File: src/rtl/vga_timing_pattern_gen.sv
// VGA raster timing generator with a runtime-selectable test-pattern engine.
// All outputs are registered together from one counter state, so sync, de and RGB never skew.
module vga_timing_pattern_gen #(
    parameter int H_ACTIVE   = 800,
    parameter int H_FP       = 16,
    parameter int H_SYNC     = 80,
    parameter int H_BP       = 160,
    parameter int V_ACTIVE   = 600,
    parameter int V_FP       = 1,
    parameter int V_SYNC     = 3,
    parameter int V_BP       = 21,
    parameter int HS_POL     = 0,
    parameter int VS_POL     = 0,
    parameter int COLOR_W    = 4,
    parameter int CHECK_LOG2 = 5
) (
    input  logic                   clk,
    input  logic                   rst_n,
    input  logic [1:0]             mode,
    input  logic [3*COLOR_W-1:0]   solid_rgb,
    output logic                   hsync,
    output logic                   vsync,
    output logic                   de,
    output logic [10:0]            x,
    output logic [10:0]            y,
    output logic                   line_start,
    output logic                   frame_start,
    output logic [COLOR_W-1:0]     vgared,
    output logic [COLOR_W-1:0]     vgagreen,
    output logic [COLOR_W-1:0]     vgablue,
    output logic [15:0]            frame_cnt
);

    localparam int H_TOTAL = H_ACTIVE + H_FP + H_SYNC + H_BP;
    localparam int V_TOTAL = V_ACTIVE + V_FP + V_SYNC + V_BP;
    localparam int BAR_W   = H_ACTIVE / 8;

    localparam logic [10:0] H_LAST     = 11'(H_TOTAL - 1);
    localparam logic [10:0] V_LAST     = 11'(V_TOTAL - 1);
    localparam logic [10:0] H_ACT      = 11'(H_ACTIVE);
    localparam logic [10:0] V_ACT      = 11'(V_ACTIVE);
    localparam logic [10:0] H_ACT_LAST = 11'(H_ACTIVE - 1);
    localparam logic [10:0] V_ACT_LAST = 11'(V_ACTIVE - 1);
    localparam logic [10:0] HS_START   = 11'(H_ACTIVE + H_FP);
    localparam logic [10:0] HS_END     = 11'(H_ACTIVE + H_FP + H_SYNC);
    localparam logic [10:0] VS_START   = 11'(V_ACTIVE + V_FP);
    localparam logic [10:0] VS_END     = 11'(V_ACTIVE + V_FP + V_SYNC);
    localparam logic [10:0] BAR_LAST   = 11'(BAR_W - 1);
    localparam logic        HS_ON      = (HS_POL != 0);
    localparam logic        VS_ON      = (VS_POL != 0);

    logic [10:0]          h_cnt, v_cnt;
    logic [10:0]          bar_px;
    logic [2:0]           bar_idx;
    logic [1:0]           mode_sh;
    logic [3*COLOR_W-1:0] solid_sh;
    logic                 first_seen;

    logic                 h_wrap, v_wrap;
    logic                 de_p0, hs_p0, vs_p0, fs_p0;
    logic [3*COLOR_W-1:0] rgb_p0;

    assign h_wrap = (h_cnt == H_LAST);
    assign v_wrap = (v_cnt == V_LAST);
    assign de_p0  = (h_cnt < H_ACT) && (v_cnt < V_ACT);
    assign hs_p0  = (h_cnt >= HS_START && h_cnt < HS_END) ? HS_ON : ~HS_ON;
    assign vs_p0  = (v_cnt >= VS_START && v_cnt < VS_END) ? VS_ON : ~VS_ON;
    assign fs_p0  = (h_cnt == 11'd0) && (v_cnt == 11'd0);

    always_comb begin
        rgb_p0 = '0;
        if (de_p0) begin
            case (mode_sh)
                2'd0: rgb_p0 = {{COLOR_W{bar_idx[2]}}, {COLOR_W{bar_idx[1]}}, {COLOR_W{bar_idx[0]}}};
                2'd1: rgb_p0 = solid_sh;
                2'd2: rgb_p0 = (h_cnt[CHECK_LOG2] ^ v_cnt[CHECK_LOG2]) ? '1 : '0;
                default: rgb_p0 = (h_cnt == 11'd0 || h_cnt == H_ACT_LAST ||
                                   v_cnt == 11'd0 || v_cnt == V_ACT_LAST) ? '1 : '0;
            endcase
        end
    end

    // Stage p0: raster counters, bar tracker and frame-boundary shadow registers
    always_ff @(posedge clk or negedge rst_n) begin
        if (!rst_n) begin
            h_cnt    <= '0;
            v_cnt    <= '0;
            bar_px   <= '0;
            bar_idx  <= '0;
            mode_sh  <= '0;
            solid_sh <= '0;
        end else begin
            if (h_wrap) begin
                h_cnt   <= '0;
                v_cnt   <= v_wrap ? 11'd0 : v_cnt + 11'd1;
                bar_px  <= '0;
                bar_idx <= '0;
            end else begin
                h_cnt <= h_cnt + 11'd1;
                // Bar index saturates at 7 so any remainder pixels stay in the last bar
                if (bar_px == BAR_LAST) begin
                    bar_px <= '0;
                    if (bar_idx != 3'd7)
                        bar_idx <= bar_idx + 3'd1;
                end else begin
                    bar_px <= bar_px + 11'd1;
                end
            end
            if (h_wrap && v_wrap) begin
                mode_sh  <= mode;
                solid_sh <= solid_rgb;
            end
        end
    end

    // Stage p1: registered outputs, all derived from the same counter state
    always_ff @(posedge clk or negedge rst_n) begin
        if (!rst_n) begin
            hsync       <= ~HS_ON;
            vsync       <= ~VS_ON;
            de          <= 1'b0;
            x           <= '0;
            y           <= '0;
            line_start  <= 1'b0;
            frame_start <= 1'b0;
            vgared      <= '0;
            vgagreen    <= '0;
            vgablue     <= '0;
            frame_cnt   <= '0;
            first_seen  <= 1'b0;
        end else begin
            hsync       <= hs_p0;
            vsync       <= vs_p0;
            de          <= de_p0;
            x           <= de_p0 ? h_cnt : 11'd0;
            y           <= de_p0 ? v_cnt : 11'd0;
            line_start  <= de_p0 && (h_cnt == 11'd0);
            frame_start <= fs_p0;
            {vgared, vgagreen, vgablue} <= rgb_p0;
            // The first frame after reset is not a completed frame
            if (fs_p0) begin
                first_seen <= 1'b1;
                if (first_seen)
                    frame_cnt <= frame_cnt + 16'd1;
            end
        end
    end

endmodule

File: config.mk
export PLATFORM = sky130hd
export DESIGN_NAME = vga_timing_pattern_gen
export DESIGN_NICKNAME = d
export VERILOG_FILES = /design/src/rtl/vga_timing_pattern_gen.sv
export SDC_FILE = /design/constraint.sdc
export NUM_CORES = 1
export LEC_CHECK = 0
export ABC_AREA = 0
export CELL_PAD_IN_SITES_DETAIL_PLACEMENT = 0
export CELL_PAD_IN_SITES_GLOBAL_PLACEMENT = 1
export CORE_MARGIN = 2
export CORE_UTILIZATION = 47
export CTS_CLUSTER_DIAMETER = 40
export CTS_CLUSTER_SIZE = 25
export DETAILED_ROUTE_END_ITERATION = 10
export PLACE_DENSITY = 0.85
export SYNTH_ARGS = -nofsm -noshare
export SYNTH_HDL_FRONTEND = slang
export SYNTH_SLANG_ARGS = --single-unit
export TNS_END_PERCENT = 10
File: constraint.sdc
create_clock -name clk -period 4.5 [get_ports clk]
set_input_delay 1.35 -clock clk [delete_from_list [all_inputs] [get_ports clk]]
set_output_delay 1.35 -clock clk [all_outputs]
set_load 0.01 [all_outputs]
==> key figures <==
Run status
  – Status: finished, final reports clean

Setup path
  – Reg2Reg Depth: 5
  – CP Capture Type: output port
  – CP bufs+invs: 1
  – Delay of the slowest critical-path stage: 0.52 ns
  – Worst EP arrival: 1.40 ns
  – CP delay by family, top: flip-flops
  – WP data required: 3.15 ns
  – RR Endpoint: solid_sh[1]$_DFFE_PN0P_
  – Critical Path Source Type: register
  – Slowest cell on crit path: dfstp_2
  – R2R setup slack: 1.81 ns
  – Worst-path fanout max: 1
  – FF-to-FF Start: h_cnt[0]$_DFF_PN0_
  – Crit-path cells: clkdlybuf4s50_1
  – Setup Crit Path Kind: reg -> out

GRT
  – GRT overflow: 0
  – Tot GR Track Use: 17.1%
  – M2 GR Usage: 26.8%
  – GRT met1 Usage: 24.0%
  – Number of global-route vias before repair: 3,047
  – Grt peak-use layer: met2
  – First-pass GRT wire length: 15.1 mm
  – Pin count of the biggest net entering global routing: 81
  – Antenna violations before repair: 0
  – Met3 usage: 3.18%

Pwr
  – Pwr Density: 282 mW/mm^2
  – Int Pwr: 1.28 mW
  – Sequential power share: 58.5%
  – Leakage: 2.67 nW
  – Sw power: 347 uW
  – Part of the power in the clock network: 39.5%
  – Maximum VDD drop: 0.000167 V
  – Comb pwr share: 2.0%
  – Sw frac: 21.3%

STA
  – RSZ-0062 raised after global routing: false
  – Slew headroom: 35.5%
  – FMAX: 0.364 GHz
  – Layout Skew: 0.0131 ns
  – Setup Total Neg Slack: 0 ns
  – Tmin final: 2.75 ns
  – Max-slew violation count: 0
  – Final setup viols: 0
  – Slew @ Worst Pin: 0.967 ns
  – Final hold vios: 0
  – Final period util: 61.1%
  – Worst hold slack: 0.477 ns

Cells and area
  – Fraction of layout cells with a size suffix above 1: 12.5%
  – Final #Nets: 492
  – Ant. Diodes: 0
  – Final cell count without fillers: 605
  – Fill count: 822
  – P&R area growth vs syn: 20.4%

Clocking
  – Root Driver: clkbuf_8
  – Clock Latency Late Sink: 0.37 ns
  – Hold buffers post-CTS: 0
  – CTS H-tree lvls: 3
  – Post-CTS Setup Repair Bufs: 0
  – Clk slew on worst S/H paths: 0.10 ns
  – Clk sink count: 106
  – Cts repair resizes: 0
  – Worst-case clock buffer depth: 2
  – CTS buffer count: 9
  – CTS tree: done

Worst hold path
  – HP Start: h_cnt[0]$_DFF_PN0_
  – Worst Hold End: h_cnt[0]$_DFF_PN0_
  – Worst hold stages: 1
  – Worst min path class: reg -> reg

Synth
  – Ys Warns: 0
  – Post-synth top area cell: dfrtp_1
  – Main synth FF type: dfrtp_1
  – Async SR Flop Fraction: 100%
  – Cell Area, Synth: 0.00480 sq mm
  – Synth Instances: 407
  – Syn Area/Cell: 11.8 sq um
  – Sequential fraction of the synthesis area: 55.3%
  – Area share of the largest cell type after synthesis: 54.2%
  – Number of distinct library cells after synthesis: 47
  – Most frequent cell after synthesis: dfrtp_1
  – Yosys reg bits: 106
  – Synth cell count leaders: dfrtp_1, nor2_1, xor2_1
  – Synth area leaders: dfrtp_1, xor2_1, a211oi_2
  – EDFF count, synth: 0

Die
  – Die ar.: 0.0110 sq mm
  – Row count: 36
  – Die Wd: 105 microns
  – Core ar.: 0.00986 sq mm
  – Initial core utilization: 48.7%
  – Num ports: 71
  – Die height: 105 microns

Drt
  – TritonRoute pass-1 iters: 4
  – Vias per inst: 5.28
  – DR iter-0 viols: 157
  – Vias: 3,192
  – Drt wl/cell: 14.6 microns
  – # DRC: 0
  – Routed WL: 8.83 mm
  – Routed Antenna Nets: 0

Placement
  – PortBufs: 70
  – Final Wtd Congestion: 0.804
  – Dpl hpwl: 6.19 mm
  – Inst Count DP: 589

Flow run
  – Max-cap violations: 0
==> cells in the final DEF, fill, tap and decap left out, types with 2 or more instances in the layout <==
| master | instances |
|---|---|
| a211oi_1 | 15 |
| a211oi_2 | 10 |
| a21oi_1 | 4 |
| and2_1 | 4 |
| and3_1 | 20 |
| and4_1 | 5 |
| and4b_1 | 2 |
| buf_4 | 2 |
| bufinv_16 | 2 |
| clkbuf_8 | 9 |
| clkdlybuf4s50_1 | 69 |
| conb_1 | 2 |
| dfrtp_1 | 104 |
| dfstp_2 | 2 |
| ha_1 | 9 |
| inv_1 | 9 |
| inv_6 | 2 |
| mux2_1 | 5 |
| mux2_2 | 10 |
| mux2i_1 | 3 |
| nand2_1 | 18 |
| nand3_1 | 18 |
| nand4_1 | 14 |
| nor2_1 | 30 |
| nor2b_1 | 6 |
| nor3_1 | 13 |
| nor3b_2 | 2 |
| nor4_1 | 5 |
| nor4_2 | 6 |
| o21ai_0 | 4 |
| or2_2 | 4 |
| or3_1 | 4 |
| or4_1 | 3 |
| xnor2_1 | 13 |
| xor2_1 | 28 |
==> power by group through the flow <==
stage / clock, mW / sequential [mW] / combinational (mW)
after floorplan: 0 / 0.973 / 0.000252
after global placement: 0 / 0.972 / 0.0337
after detailed placement: 0 / 0.972 / 0.0342
after CTS: 0.662 / 0.953 / 0.0343
after global routing: 0.701 / 0.953 / 0.0378
final: 0.644 / 0.953 / 0.0325
==> per-layer routing <==
| metal | routed length (microns) | share of wire, % |
|---|---|---|
| met5 | 0 | 0 |
| met4 | 103 | 1.2 |
| met3 | 298 | 3.4 |
| met2 | 4240 | 48 |
| met1 | 4190 | 47 |
==> registers in the layout (all words and copies together) (netlist names), 2 cells and up <==
register   count
solid_sh      12
v_cnt         11
mode_sh        2
vgablue        4
vgagreen       4
x             11
h_cnt         11
bar_idx        3
frame_cnt     16
y             11
vgared         4
bar_px        11
==> how the worst max path moves through the flow <==
| stage | slack (ns) | from | end | depth (start not counted) |
|---|---|---|---|---|
| floorplan | 2.47 | h_cnt[5]$_DFF_PN0_ | mode_sh[0]$_DFFE_PN0P_ | 6 |
| global placement | 1.91 | h_cnt[0]$_DFF_PN0_ | solid_sh[4]$_DFFE_PN0P_ | 5 |
| detailed placement | 1.81 | h_cnt[0]$_DFF_PN0_ | solid_sh[1]$_DFFE_PN0P_ | 5 |
| CTS | 1.73 | frame_cnt[2]$_DFFE_PN0P_ | frame_cnt[2] | 1 |
| global route | 1.58 | h_cnt[0]$_DFF_PN0_ | solid_sh[0]$_DFFE_PN0P_ | 5 |
| finish | 1.75 | hsync$_DFF_PN1_ | hsync | 1 |
==> worst register-to-register path: cells and delay by family (launching register included) <==
kind	cells	cell delay (ns)
fa+ha+maj	1	0.18
flops	1	0.39
mux	1	0.43
simple gates	3	1.59
==> cell families after synthesis <==
kind of cell	count (synthesis)	synth area share, %
compound gates	37	7.16
xor+xnor	41	7.48
fa+ha+maj	9	2.34
buf+inv	32	3.18
flops	106	55.3
mux	18	4.14
other cells	1	0.0781
simple gates	163	20.3
==> cell type report <==
class | count | area (sq um) | area share, %
Timing Repair Buffer | 71 | 706 | 12.2
Clock buffer | 9 | 124 | 2.14
Multi-Input combinational cell | 270 | 2000 | 34.6
Tap cell | 133 | 166 | 2.88
Clock inverter | 7 | 98.8 | 1.71
Sequential cell | 106 | 2660 | 45.9
Inverter | 9 | 33.8 | 0.584
==> through the flow <==
stage	power, mW	setup WS [ns]	util [%]	instance area, sq um
after floorplan	0.973	2.47	-	4810
after detailed placement	1.01	1.81	56.4	5560
final	1.63	1.75	58.6	5780
after CTS	1.65	1.73	58.6	5780
after global placement	1.01	1.91	56.4	5560
after global routing	1.69	1.58	58.6	5780
Power figures use the tool's default switching activity.
